**config.mk**
```make
export PLATFORM = sky130hd
export DESIGN_NAME = morph_filter
export DESIGN_NICKNAME = d
export VERILOG_FILES = /design/src/rtl/morph_pkg.sv /design/src/rtl/line_buffer.sv /design/src/rtl/morph_filter.sv
export SDC_FILE = /design/constraint.sdc
export NUM_CORES = 1
export LEC_CHECK = 0
export CORE_MARGIN = 10
export CORE_UTILIZATION = 54
export DETAILED_ROUTE_END_ITERATION = 8
export GPL_TIMING_DRIVEN = 0
export PLACE_DENSITY = 0.73
export SYNTH_ARGS = -nofsm -noshare
export SYNTH_HDL_FRONTEND = slang
export SYNTH_SLANG_ARGS = --single-unit
```
**constraint.sdc**
```tcl
create_clock -name clock -period 48.1 [get_ports clock]
set_input_delay 9.62 -clock clock [delete_from_list [all_inputs] [get_ports clock]]
set_output_delay 9.62 -clock clock [all_outputs]
set_load 0.05 [all_outputs]
```
**src/rtl/morph_pkg.sv**
```systemverilog
// morph_pkg
// Shared definitions for the streaming binary morphology filter:
//   mode_t  - window reduction selector (erode = AND, dilate = OR)
//   state_t - input-side control state (RUN accepts pixels, FLUSH pads)
//   calc_r / flush_len / cnt_width - constant helpers for kernel radius,
//   end-of-frame padding length and counter widths.
package morph_pkg;

  typedef enum logic {
    MODE_ERODE  = 1'b0,
    MODE_DILATE = 1'b1
  } mode_t;

  typedef enum logic {
    RUN   = 1'b0,
    FLUSH = 1'b1
  } state_t;

  // Kernel radius: distance from the window centre to its edge.
  function automatic int calc_r(input int ksize);
    return (ksize - 1) / 2;
  endfunction

  // Number of padding cycles needed to push the last centre pixel
  // through the window once input has stopped.
  function automatic int flush_len(input int width, input int ksize);
    return calc_r(ksize) * width + calc_r(ksize);
  endfunction

  // Width of a counter covering 0..n-1 (never narrower than one bit).
  function automatic int cnt_width(input int n);
    return (n <= 1) ? 1 : $clog2(n);
  endfunction

endpackage

```
**src/rtl/line_buffer.sv**
```systemverilog
// line_buffer
// One-bit delay line of DEPTH stages that only moves when 'shift' is high.
// 'delayed' presents the pixel written DEPTH shifts ago, i.e. the pixel
// directly above the one currently on 'pixel' in a raster stream.
// No reset: contents are masked by the filter's border logic.
// Ports:
//   clock   in  system clock
//   shift   in  advance the delay line by one pixel
//   pixel   in  pixel entering the line
//   delayed out pixel leaving the line (DEPTH shifts old)
module line_buffer #(
  parameter int DEPTH = 640
) (
  input  logic clock,
  input  logic shift,
  input  logic pixel,
  output logic delayed
);

  logic [DEPTH-1:0] taps;

  always_ff @(posedge clock) begin
    if (shift) taps <= {taps[DEPTH-2:0], pixel};
  end

  assign delayed = taps[DEPTH-1];

endmodule

```
**src/rtl/morph_filter.sv**
```systemverilog
// morph_filter
// Streaming KSIZE x KSIZE binary erosion/dilation over a WIDTH x HEIGHT
// raster image. KSIZE-1 line buffers plus the live pixel form the newest
// window column; KSIZE-1 older columns are held in registers. Taps outside
// the image are forced to the neutral value, with masks computed from the
// output-centre counters. After the last input pixel the block flushes
// with neutral padding so every frame yields exactly WIDTH*HEIGHT outputs.
// Ports:
//   clock, reset_n     clock and synchronous active-low reset
//   mode               0 erode / 1 dilate, latched with pixel (0,0)
//   in_write, in_pixel input strobe and pixel (accepted with in_ready)
//   in_ready           low during the end-of-frame flush
//   out_read, out_pixel output strobe and filtered pixel
//   out_eof            marks the last output pixel of a frame
//   drop_err           sticky flag for writes attempted while not ready
module morph_filter
  import morph_pkg::*;
#(
  parameter int WIDTH  = 640,
  parameter int HEIGHT = 480,
  parameter int KSIZE  = 3
) (
  input  logic clock,
  input  logic reset_n,
  input  logic mode,
  input  logic in_write,
  input  logic in_pixel,
  output logic in_ready,
  output logic out_read,
  output logic out_pixel,
  output logic out_eof,
  output logic drop_err
);

  localparam int K    = KSIZE;
  localparam int R    = calc_r(KSIZE);
  localparam int FLEN = flush_len(WIDTH, KSIZE);
  localparam int CW   = cnt_width(WIDTH);
  localparam int RW   = cnt_width(HEIGHT);
  localparam int FW   = cnt_width(FLEN + 1);

  localparam logic [CW-1:0] COL_LAST   = CW'(WIDTH - 1);
  localparam logic [RW-1:0] ROW_LAST   = RW'(HEIGHT - 1);
  localparam logic [CW-1:0] COL_R      = CW'(R);
  localparam logic [RW-1:0] ROW_R      = RW'(R);
  localparam logic [FW-1:0] FLUSH_LAST = FW'(FLEN - 1);

  state_t         state;
  mode_t          frame_mode;
  logic [CW-1:0]  in_col, out_col;
  logic [RW-1:0]  in_row, out_row;
  logic [FW-1:0]  flush_cnt;

  logic           accept, advance, emit, last_in, last_flush, feed, result;
  logic [K-1:0]   tap;
  logic [K-2:0]   win [K];
  logic [K-1:0]   nxt [K];
  logic [K-1:0]   row_ok, col_ok;

  assign accept     = in_write && in_ready;
  assign advance    = accept || (state == FLUSH);
  assign last_in    = accept && (in_row == ROW_LAST) && (in_col == COL_LAST);
  assign last_flush = (state == FLUSH) && (flush_cnt == FLUSH_LAST);

  // An output is due once the input has run R lines and R pixels past the
  // centre; every flush cycle also retires one centre pixel.
  assign emit = (state == FLUSH) ||
                (accept && ((in_row > ROW_R) || ((in_row == ROW_R) && (in_col >= COL_R))));

  // Padding pixels are neutral so they could never change a result even
  // if a mask were wrong.
  assign feed   = (state == FLUSH) ? (frame_mode == MODE_ERODE) : in_pixel;
  assign tap[0] = feed;

  for (genvar g = 0; g < K - 1; g++) begin : g_lines
    line_buffer #(.DEPTH(WIDTH)) u_line (
      .clock   (clock),
      .shift   (advance),
      .pixel   (tap[g]),
      .delayed (tap[g+1])
    );
  end

  // Window as it will look after this advance: the newest column is the
  // live tap set, older columns come from the registers. Row k, column c
  // holds the pixel k lines and c pixels behind the incoming one.
  always_comb begin
    for (int k = 0; k < K; k++) nxt[k] = {win[k], tap[k]};
  end

  always_ff @(posedge clock) begin
    if (advance) begin
      for (int k = 0; k < K; k++) win[k] <= nxt[k][K-2:0];
    end
  end

  // Tap (k,c) maps to image row out_row+R-k and column out_col+R-c.
  always_comb begin
    row_ok = '0;
    col_ok = '0;
    for (int k = 0; k < K; k++) begin
      row_ok[k] = (int'(out_row) + R - k >= 0) && (int'(out_row) + R - k < HEIGHT);
      col_ok[k] = (int'(out_col) + R - k >= 0) && (int'(out_col) + R - k < WIDTH);
    end
  end

  always_comb begin
    result = (frame_mode == MODE_ERODE);
    for (int k = 0; k < K; k++) begin
      for (int c = 0; c < K; c++) begin
        if (frame_mode == MODE_ERODE)
          result = result & (nxt[k][c] | ~(row_ok[k] & col_ok[c]));
        else
          result = result | (nxt[k][c] & row_ok[k] & col_ok[c]);
      end
    end
  end

  // Control FSM, counters and registered outputs.
  always_ff @(posedge clock) begin
    if (!reset_n) begin
      state      <= RUN;
      in_ready   <= 1'b1;
      in_col     <= '0;
      in_row     <= '0;
      out_col    <= '0;
      out_row    <= '0;
      flush_cnt  <= '0;
      frame_mode <= MODE_ERODE;
      out_read   <= 1'b0;
      out_pixel  <= 1'b0;
      out_eof    <= 1'b0;
      drop_err   <= 1'b0;
    end else begin
      out_read  <= emit;
      out_pixel <= emit & result;
      out_eof   <= emit && (out_row == ROW_LAST) && (out_col == COL_LAST);

      if (in_write && !in_ready) drop_err <= 1'b1;

      if (accept) begin
        if ((in_row == '0) && (in_col == '0)) frame_mode <= mode_t'(mode);
        if (in_col == COL_LAST) begin
          in_col <= '0;
          in_row <= (in_row == ROW_LAST) ? '0 : in_row + 1'b1;
        end else begin
          in_col <= in_col + 1'b1;
        end
      end

      if (emit) begin
        if (out_col == COL_LAST) begin
          out_col <= '0;
          out_row <= (out_row == ROW_LAST) ? '0 : out_row + 1'b1;
        end else begin
          out_col <= out_col + 1'b1;
        end
      end

      unique case (state)
        RUN: begin
          if (last_in) begin
            state     <= FLUSH;
            in_ready  <= 1'b0;
            flush_cnt <= '0;
          end
        end
        FLUSH: begin
          if (last_flush) begin
            state    <= RUN;
            in_ready <= 1'b1;
          end else begin
            flush_cnt <= flush_cnt + 1'b1;
          end
        end
        default: state <= RUN;
      endcase
    end
  end

endmodule

```
Word level (Yosys, flattened, before mapping)
Memories as Yosys holds them, arrays and structs flattened.
Cells that the tools add are included.
{ "classes": {"eq_ne": 9, "bitwise_logic": 66, "reduce_logical": 27, "mux": 25, "order_cmp": 14, "n_addsub": 11} }
{ "ops": {"columns": ["operator", "n"], "rows": [
  [">= comparator 32 x 1 -> 1 bit, second input constant", 4],
  ["less-than comparator 32 x 10 -> 1 bit, second input constant", 2],
  ["less-than comparator 32 x 11 -> 1 bit, second input constant", 2],
  ["subtractor 32 x 2 -> 32 bit, second input constant", 2],
  ["two-way mux 10 bit", 4],
  ["AND 1 bit", 37],
  ["adder 10 x 1 -> 10 bit, second input constant", 3],
  ["== test 10 bit, second input constant", 3],
  ["case mux 10 bit (2 select lines)", 1],
  ["adder 9 x 1 -> 9 bit, second input constant", 2],
  ["== test 9 bit, second input constant", 2],
  ["two-way mux 9 bit", 2],
  ["bitwise OR 1 bit", 18],
  ["logical AND 1 bit", 16],
  ["two-way mux 1 bit", 16],
  [">= comparator 12 x 1 -> 1 bit, second input constant", 1],
  ["less-than comparator 12 x 11 -> 1 bit, second input constant", 1],
  ["subtractor 11 x 2 -> 12 bit, second input constant", 1],
  ["adder 10 x 1 -> 11 bit, second input constant", 1],
  [">= comparator 11 x 1 -> 1 bit, second input constant", 1],
  ["less-than comparator 11 x 10 -> 1 bit, second input constant", 1],
  ["NOT 1 bit", 11],
  ["subtractor 10 x 2 -> 11 bit, second input constant", 1],
  ["adder 9 x 1 -> 10 bit, second input constant", 1],
  ["11 further kinds", 19]
]} }
{ "totals": {"out_inout_bits": 5, "input_bits": 5, "word_cells": 167, "memories": 1, "mem_bits_rw": 6, "ff_bits": 1335} }
{ "mem_list": {"columns": ["memory", "depth", "width", "rd", "rd_clocked_by_memory_dff", "write_ports", "line", "rtl"], "rows": [
  ["win", 3, 2, 3, 0, 3, "morph_filter.sv:56", "logic [K-2:0] win [K];"]
]} }

Longest topological paths before layout
Gate-level depths: netlist (run 1).
{ "depth": {"ltp_word": 25, "depth_mapped": 13, "depth_no_buf": 13} }

Modules after synthesis
A second synthesis (run 1) with hierarchy kept.
{ "unflattened": {"cells_unflattened": 1773, "hier_area_um2": 42497.0} }
{ "by_module_without_submodules": {"columns": ["module", "seq_area_each_um2", "area_each_um2", "n_inst", "cells_each"], "rows": [
  ["line_buffer", 19218.4, 19218.4, 2, 640],
  ["morph_filter", 1281.2, 4060.1, 1, 493]
]} }

Least setup slack after synthesis (run 1)
OpenSTA, ideal clock, no wires.
{ "synth_timing": {"kind": "input -> register", "from": "input port in_write", "to": "register g_lines[0].u_line.taps[0], enable pin", "arrival_time_ns": 38.723, "path_slack_ns": 7.475, "path_stages": 2, "required_time_ns": 46.198, "path_buffers": 0, "setup_time_ns": 1.902, "path_cell_list": "nand2_1 -> nand2b_1"} }
{ "synth_between": {"elab_chain_len": 2} }
{ "synth_rtl": {"columns": ["item", "line", "rtl"], "rows": [
  ["from (decl)", "morph_filter.sv:26", "input logic in_write,"],
  ["logical AND 1 bit", "morph_filter.sv:60", "assign accept = in_write && in_ready;"],
  ["logical OR 1 bit", "morph_filter.sv:61", "assign advance = accept || (state == FLUSH);"],
  ["via advance", "morph_filter.sv:54", "logic accept, advance, emit, last_in, last_flush, feed, result;"],
  ["to (signal assigned)", "line_buffer.sv:23", "if (shift) taps <= {taps[DEPTH-2:0], pixel};"],
  ["to (decl)", "line_buffer.sv:20", "logic [DEPTH-1:0] taps;"]
]} }
The timed path passes the listed nets, and every way through them passes these cells.
A chain may end at the register's enable or synchronous reset.

Worst setup path in the final report (run 1)
{ "layout_timing": {"from": "input port in_write", "to": "register g_lines[0].u_line.taps[158], enable pin"} }
Same word-level chain as after synthesis.

==> results of run 1 <==
## metal layers
metal	track usage	routed length (um)
met4	0.0430	1360
met3	0.0243	2040
met1	0.195	27600
met5	0	0
met2	0.190	26600
## cell families after synthesis
family | count (synthesis)
fa+ha+maj | 20
xor+xnor | 45
compound gates | 66
buf+inv | 49
simple gates | 231
flops | 1337
mux | 8
## power by group
part / internal [uW] / total, uW / switching (uW)
Sequential: 1270 / 1270 / 0.964
Clock: 472 / 869 / 397
Combinational: 5.14 / 27.5 / 22.4
## cell type report
type / count / area, um^2
Buffer: 19 / 83.8
Clock buffer: 151 / 3070
Clock inverter: 60 / 464
Fill cell: 5117 / 29800
Inverter: 30 / 113
Multi-Input combinational cell: 370 / 2410
Sequential cell: 1337 / 39600
Tap cell: 1040 / 1300
Timing Repair Buffer: 27 / 586
## layout by cell type (no fill, tap or decap), types with 4 or more instances in the layout
master | netlist | layout
xnor2_1 | 21 | 21
clkbuf_16 | 0 | 117
o21ai_0 | 11 | 11
clkbuf_1 | 13 | 46
nand2_1 | 51 | 51
or4_1 | 5 | 5
a21oi_1 | 20 | 20
nor3_1 | 20 | 20
clkinv_1 | 1 | 25
clkinv_2 | 0 | 20
clkinvlp_4 | 0 | 5
and3_1 | 4 | 4
inv_1 | 29 | 29
or3_1 | 7 | 7
ha_1 | 20 | 20
a31oi_1 | 7 | 7
nand4_1 | 12 | 12
nand3_1 | 25 | 25
nand2b_1 | 7 | 6
and2_1 | 6 | 6
xor2_1 | 23 | 23
bufinv_16 | 0 | 4
buf_16 | 0 | 18
buf_2 | 4 | 4
nor4_1 | 5 | 5
clkdlybuf4s50_1 | 0 | 9
dfxtp_1 | 55 | 55
nor2_1 | 60 | 60
mux2i_1 | 6 | 6
edfxtp_1 | 1282 | 1282
## final timing paths
| check | cells past startpoint | start | slack [ps] | endpoint |
|---|---|---|---|---|
| worst max-delay path | 8 | in_write | 35550 | g_lines[0].u_line.taps[158]$_DFFE_PP_ |
| worst min-delay path | 0 | g_lines[1].u_line.taps[416]$_DFFE_PP_ | 410 | g_lines[1].u_line.taps[417]$_DFFE_PP_ |
| worst max register to register | 12 | out_col[0]$_SDFFE_PN0N_ | 44480 | out_pixel$_SDFF_PN0_ |
| worst min register to register | 0 | g_lines[1].u_line.taps[416]$_DFFE_PP_ | 410 | g_lines[1].u_line.taps[417]$_DFFE_PP_ |
## Yosys cell counts (all sizes together), types with 2 or more instances
master  instances
o211a           3
inv            29
edfxtp       1282
or4             5
a211oi          2
clkbuf         13
nor2           61
or3             8
mux2i           6
dfxtp          55
and4            5
a21oi          20
or2             3
a31oi           7
and2            6
ha             20
o21ai          12
nand2b          7
xor2           24
nor3           21
nor3b           3
and3            5
nor2b           3
nand4          13
mux2            2
o22ai           2
a311oi          2
nand2          51
nand4b          3
nor4            5
nand3          27
buf             6
o221ai          3
xnor2          21
## worst max-delay path: stages
cell	delay [ps]
clkdlybuf4s50_1	610
nand2_1	250
nand2b_4	460
buf_16	390
buf_16	350
buf_16	350
buf_16	340
buf_16	330
## flip-flops by register name, summed over array words and instances, names as in the netlist, 2 cells and up
name                 cells
in_col                  10
flush_cnt               10
win                      2
out_col                 10
out_row                  9
g_lines.u_line.taps   1280
in_row                   9
## through the flow
step                setup slack (ps)  cells
floorplan                       7480   1756
global route                   35320   3034
CTS                            35580   3034
global placement               -42.2   2805
detailed placement             34850   2823
finish                         35550   3034
==> qor.yml, run 1 <==
status: "complete, no violations"
die_y_um: 300
netlist_top_cells_area: "edfxtp_1 (91%), dfxtp_1 (2.6%), ha_1 (0.59%)"
synth_fa_ha_area_frac: 0.00593
cp.required_ps: 48430
yosys.area.top_type: "edfxtp_1"
place_hpwl_um: 24400
synth_top_family_by_area: "simple AND/OR/NAND/NOR gates"
via_per_inst: 5.15
rsz0062_at_grt: "false"
utilization: 0.615
finalWirelength_um: 57600
synth-xor-area-share: 0.00952
vdd_drop_max_mv: 0.0298
synthMuxAreaShare: 0.00196
min-delay-path-class: "register to register"
row_count: 102
core_um2: 77500
postSynthAreaPerCell_um2: 24.0
place_congestion: 0.753
first_global_vias: 15800
max_freq_mhz: 79.7
whs_ps: 407
cp-end-kind: "register"
synth_seq_cells: 1337
cts_tree: "built"
grt_antenna_before_repair: 0
h-tree-depth: 3
clock_sinks: 1337
slew_viol_final: 0
finalInstanceArea_um2: 47600
cts.clk_slew.worst_paths_ps: 70
yosysWarningCount: 0
post_dp_cell_area_um2: 44100
synth.net_count: 1781
fin_setup_tns_ps: 0
maxCapViolations: 0
ctsRootBufferMaster: "clkbuf_16"
post_cts_buffers: 0
yosysTopAreaCellShare: 0.912
drc: 0
worstPathMaxFanout: 75
drtIter0Drc: 1467
holdBufCountCts: 0
total_power_uw: 2170
grtUsageTotal: 0.129
io_pins: 10
max_slew_margin: 0.618
period_minus_slack_ps: 12550
synth-compound-area-share: 0.0110
io_buffers: 9
setup_viol: 0
fin_crit_sh: 0.261
final_nets: 1926
avgRoutedWirePerCell_um: 19.0
worstMarginPinSlew_ps: 568
start_util: 0.545
die_w_um: 300
dieArea_um2: 89700
synth_enable_flop_cells: 1282
ys.flop_type: "edfxtp_1"
hold_viol: 0
start_kind: "input pin"
ys_seq_area_frac: 0.938
clkLatencyLatePin_ps: 680
grt_max_degree: 87
syn_area_um2: 42200
cts_resized: 0
p_per_area_nw_per_um2: 45.6
crit_type: "input pin to register"
worstPathArrival_ps: 12880
diodes: 0
async_flop_share: 0
overflow: 0
via_count: 15600
firstDrtPassIters: 5
cts_buffers: 116
worst_clock_skew_ps: 19.8
drive_gt1_frac: 0.0988
cts_buffer_depth: 3
synth-simple-area-share: 0.0286
area_growth_pct: 12.9
syn_inst: 1756
grt_pass1_wl_um: 91500
power.leakage_uw: 0.0122
ant_nets: 0
synthDistinctLibCells: 68
(Power assumes the default switching activity.)
==> inputs of run 2 (changes only) <==
Clock period 48.1 ns to 12.1 ns, I/O delays scaled along.
==> run 2 against run 1 <==
Clock skew is 4.4 ps lower; critical path type unchanged; largest cell class unchanged; critical endpoint is now g_lines[1].u_line.taps[537]$_DFFE_PP_; sequential cell count is the same; final cell count rose by 0.16%; global-route usage is 0.26 points higher; first-iteration DRC count increased by 1.6%.
==> qor.yml, run 2 (synthesized netlist as in run 1, its figures left out) <==
avgRoutedWirePerCell_um: 19.2
cp-end-kind: "register"
cts_buffers: 116
drtIter0Drc: 1490
start_kind: "input pin"
vdd_drop_max_mv: 0.120
final_cells: 3039
overflow: 0
crit_chain: "clkdlybuf4s50_1, nand2_1, nand2b_4, buf_16, buf_16, buf_12, buf_16, buf_16, buf_16, buf_16"
final_cell_mix: "edfxtp_1 (1282), clkbuf_16 (118), nor2_1 (60)"
worstPathArrival_ps: 6300
ant_nets: 0
finalWirelength_um: 58400
io_buffers: 9
dieArea_um2: 89700
row_count: 102
grt_max_degree: 84
power.leakage_uw: 0.0123
worst_clock_skew_ps: 15.4
cts.clk_slew.worst_paths_ps: 70
fin_crit_sh: 0.492
worst_path_largest_cell_delay_ps: 590
cts_tree: "built"
crit_slowest_cell: "clkdlybuf4s50_1"
post_cts_buffers: 0
grt_antenna_before_repair: 0
cts_resized: 0
utilization: 0.618
io_pins: 10
first_global_vias: 15900
place_hpwl_um: 24300
firstDrtPassIters: 5
largest_register: "g_lines.u_line.taps"
drive_gt1_frac: 0.103
whs_ps: 411
setup_viol: 0
worstPathMaxFanout: 77
clkLatencyLatePin_ps: 680
grt_pass1_wl_um: 93700
dp_slack_ps: 5430
final_nets: 1926
holdBufCountCts: 0
max_slew_margin: 0.627
placedCellCount: 2823
diodes: 0
largest_reg_flops: 1280
critPathMostFrequentCell: "buf_16"
via_per_inst: 5.17
place_congestion: 0.801
clock_sinks: 1337
p_per_area_nw_per_um2: 185
period_minus_slack_ps: 5950
grtUsageTotal: 0.132
final_common_cell: "edfxtp_1"
start_util: 0.545
crit_type: "input pin to register"
setup_ws_ps: 6150
die_w_um: 300
h-tree-depth: 3
cts_buffer_depth: 3
via_count: 15700
hold_viol: 0
status: "complete, no violations"
slew_viol_final: 0
area_growth_pct: 13.5
worstMarginPinSlew_ps: 554
max_freq_mhz: 168
rsz0062_at_grt: "false"
maxCapViolations: 0
ctsRootBufferMaster: "clkbuf_16"
die_y_um: 300
cp.required_ps: 12450
drc: 0
min-delay-path-class: "register to register"
core_um2: 77500
run 2: changes by cell type in the layout (fill, tap and decap cells not counted), sizes merged:
cell,delta
clkinvlp,+2
clkinv,+1
bufinv,+9
clkbuf,-7
run 2: final timing paths:
check / startpoint / endpoint / slack (ps) / depth (start not counted)
hold / removal: g_lines[0].u_line.taps[632]$_DFFE_PP_ / g_lines[0].u_line.taps[633]$_DFFE_PP_ / 410 / 0
setup / recovery: in_write / g_lines[1].u_line.taps[537]$_DFFE_PP_ / 6150 / 10
setup reg to reg: in_ready$_SDFFE_PN1P_ / g_lines[1].u_line.taps[537]$_DFFE_PP_ / 8040 / 9
hold reg to reg: g_lines[0].u_line.taps[632]$_DFFE_PP_ / g_lines[0].u_line.taps[633]$_DFFE_PP_ / 410 / 0
run 2: power by group:
group	internal [uW]	switching (uW)
registers	5060	3.90
logic	19.9	88.8
clock network	2080	1610
total	7160	1700
run 2: area by class of cell:
cell class | instances | area [um^2]
clock inverters | 72 | 746
inverters | 30 | 113
well taps | 1040 | 1300
flip-flops and latches | 1337 | 39600
clock buffers | 144 | 3060
repair buffers | 27 | 571
plain buffers | 19 | 83.8
multi-input cells | 370 | 2410
fillers | 5051 | 29600
run 2: critical path, delay by kind of cell:
family,cells,cell delay (ps)
buf+inv,8,3010
simple gates,2,660
run 2: layer usage:
layer  global-route usage  share of wire  up-vias  wire length, um
li1                     -              -     7198                -
met3               0.0272          0.040      123             2320
met1                0.201           0.47     8028            27600
met2                0.192           0.46      372            27100
met5                    0              0        -                0
met4               0.0416          0.023        0             1320
run 2: through the flow:
stage          cell area (um^2)  TNS (ps)  total power, uW
5_1_grt                   47900         0             9150
4_1_cts                   47900         0             8980
3_3_place_gp              43600  -3499400             5360
2_1_floorplan             42200         0             5320
3_5_place_dp              44100         0             5270
6_report                  47900         0             8860
==> RTL change, RTL diff (config.mk and constraints of run 2) <==
Change the parameter `WIDTH` from 640 to 1280.
--- a/src/rtl/morph_filter.sv
+++ b/src/rtl/morph_filter.sv
@@ -18,3 +18,3 @@
 #(
-  parameter int WIDTH  = 640,
+  parameter int WIDTH  = 1280,
   parameter int HEIGHT = 480,
Formal check against the unedited RTL: same outputs for any inputs over 10 cycles, from zero or initial values and one cycle with reset_n low; that may be too few to reach the edited logic, so the function may still have changed.
==> RTL change against run 2 <==
The run now ends with DRC left. Via count is 81% higher. Worst setup slack better by 580 ps. Count of clock-buffer cells in the layout is 146 higher. Die area is 85% higher. Final area is 92% higher. Area after synthesis is 92% higher. Routed wire length is 88% higher. Sequential cell count is 1283 higher. Maximum frequency is 11% higher. Total power is 95% higher. First-iteration DRC count is 110% higher. Final cell count is 82% higher. Sequential power is 96% higher.
==> RTL change: results (changes against run 2) <==
[critical_path] Max FO, Critical Path 71 [-7.8%]
[synth] proportion of synthesized area in mux cells 0.08969% [-0.11 points]
[routing] wire per inst 19.84 um [+3.2%]
[global_route] number of global-route vias before repair 28570 [+80%]
[synth] Post-Synth XOR/XNOR Area 0.4655% [-0.49 points]
[outcome] run status complete, but fails checks
[pwr] cell-internal power 13.96 mW [+95%]
[placement] global placement routability congestion 0.8070 [+0.76%]
[global_route] M3 GR Usage 2.705% [-0.012 points]
[placement] quantity of I/O buffers inserted on ports 8 [-1]
[synth] top cells by instance count after synthesis 2562 x sky130_fd_sc_hd__edfxtp_1, 59 x sky130_fd_sc_hd__nor2_1, 58 x sky130_fd_sc_hd__dfxtp_1, 42 x sky130_fd_sc_hd__nand2_1
[outcome] failing checks DRC
[global_route] fraction of met2 tracks used by global routing 18.62% [-0.53 points]
[routing] Remaining DRCs 1 [+1]
[placement] detailed placer's ending HPWL 43.74 mm [+80%]
[sta] Post-Route Skew 28.07 ps [+12.66 ps]
[global_route] Total Routing Usage GR 13.47% [+0.28 points]
[synth] part of the Yosys area used for sequential elements 96.52% [+2.7 points]
[synth] adder and majority gate portion of the synthesized area 0.2783% [-0.31 points]
[routing] Iteration-0 DRC Markers 3123 [+110%]
[layout] Largest register FFs 2560 [+100%]
[synth] number of flops mapped to enable cells by yosys 2562 [+100%]
[critical_path] minimum setup slack among reg-to-reg paths 8170 ps [+130 ps]
[layout] Nets 3359 [+74%]
[layout] fraction of layout cells with a size suffix above 1 11.32% [+1.0 points]
[synth] Synth cell types 77 [+13%]
[clock_tree] H-tree depth 4 [+1]
[routing] 1st-pass router iterations 8 [+3]
[hold_path] Worst Hold Path EP g_lines[0].u_line.taps[602]
[global_route] largest net degree at the start of global routing 79 [-6.0%]
[global_route] M1 GR Usage 21.88% [+1.8 points]
[routing] vias after detailed routing 28480 [+81%]
-- RTL change: power groups by stage --
stage	Sequential [mW]	Combinational, mW	Clock (mW)
5_1_grt	9.93	0.240	7.70
3_3_place_gp	10.6	0.160	0
6_report	9.93	0.216	7.13
2_1_floorplan	10.5	0.125	0
4_1_cts	9.93	0.221	7.37
3_5_place_dp	10.1	0.218	0
-- RTL change: cell type report --
type | count | area (sq um)
Timing Repair Buffer | 47 | 1139
Multi-Input combinational cell | 392 | 2613
Clock buffer | 290 | 6097
Inverter | 23 | 86.33
Tap cell | 2002 | 2505
Buffer | 23 | 141.4
Sequential cell | 2620 | 78090
Clock inverter | 139 | 1232
Fill cell | 9471 | 56460
-- RTL change: kinds of logic (layout without fill, tap and decap cells) --
kind of cell,Yosys count,count (layout)
flops,2620,2620
simple gates,239,239
compound gates,85,85
buf+inv,46,522
xor+xnor,43,43
fa+ha+maj,18,18
mux,7,7
-- RTL change: how the worst max path moves through the flow --
| stage | start | end | slack (ps) | cells after the start |
|---|---|---|---|---|
| 6_report | in_write | g_lines[1].u_line.taps[612] | 6730 | 10 |
| 5_1_grt | in_write | g_lines[1].u_line.taps[691] | 6540 | 10 |
| 4_1_cts | in_write | g_lines[1].u_line.taps[690] | 6790 | 10 |
| 3_5_place_dp | in_write | g_lines[1].u_line.taps[695] | 5940 | 10 |
| 3_3_place_gp | in_write | g_lines[1].u_line.taps[693] | -14780 | 3 |
| 2_1_floorplan | in_write | g_lines[0].u_line.taps[0] | -8770 | 2 |
-- RTL change: through the flow --
stage	setup WS, ps	cells	util [%]	hold slack (ps)
final	6733	5536	61.95	394.7
after global routing	6542	5536	61.95	401.8
after CTS	6789	5536	61.95	385.4
after detailed placement	5936	5107	57.01	404.5
after global placement	-14780	5068	56.29	403.0
after floorplan	-8773	3058	-	400.3
-- RTL change: per-layer routing --
metal  share of wire, %  wire [um]  up-vias
met2                 44      48620      682
li1                   -          -    12841
met3                4.3       4722      210
met5                  0          0        -
met1                 49      54330    14747
met4                2.0       2146        0
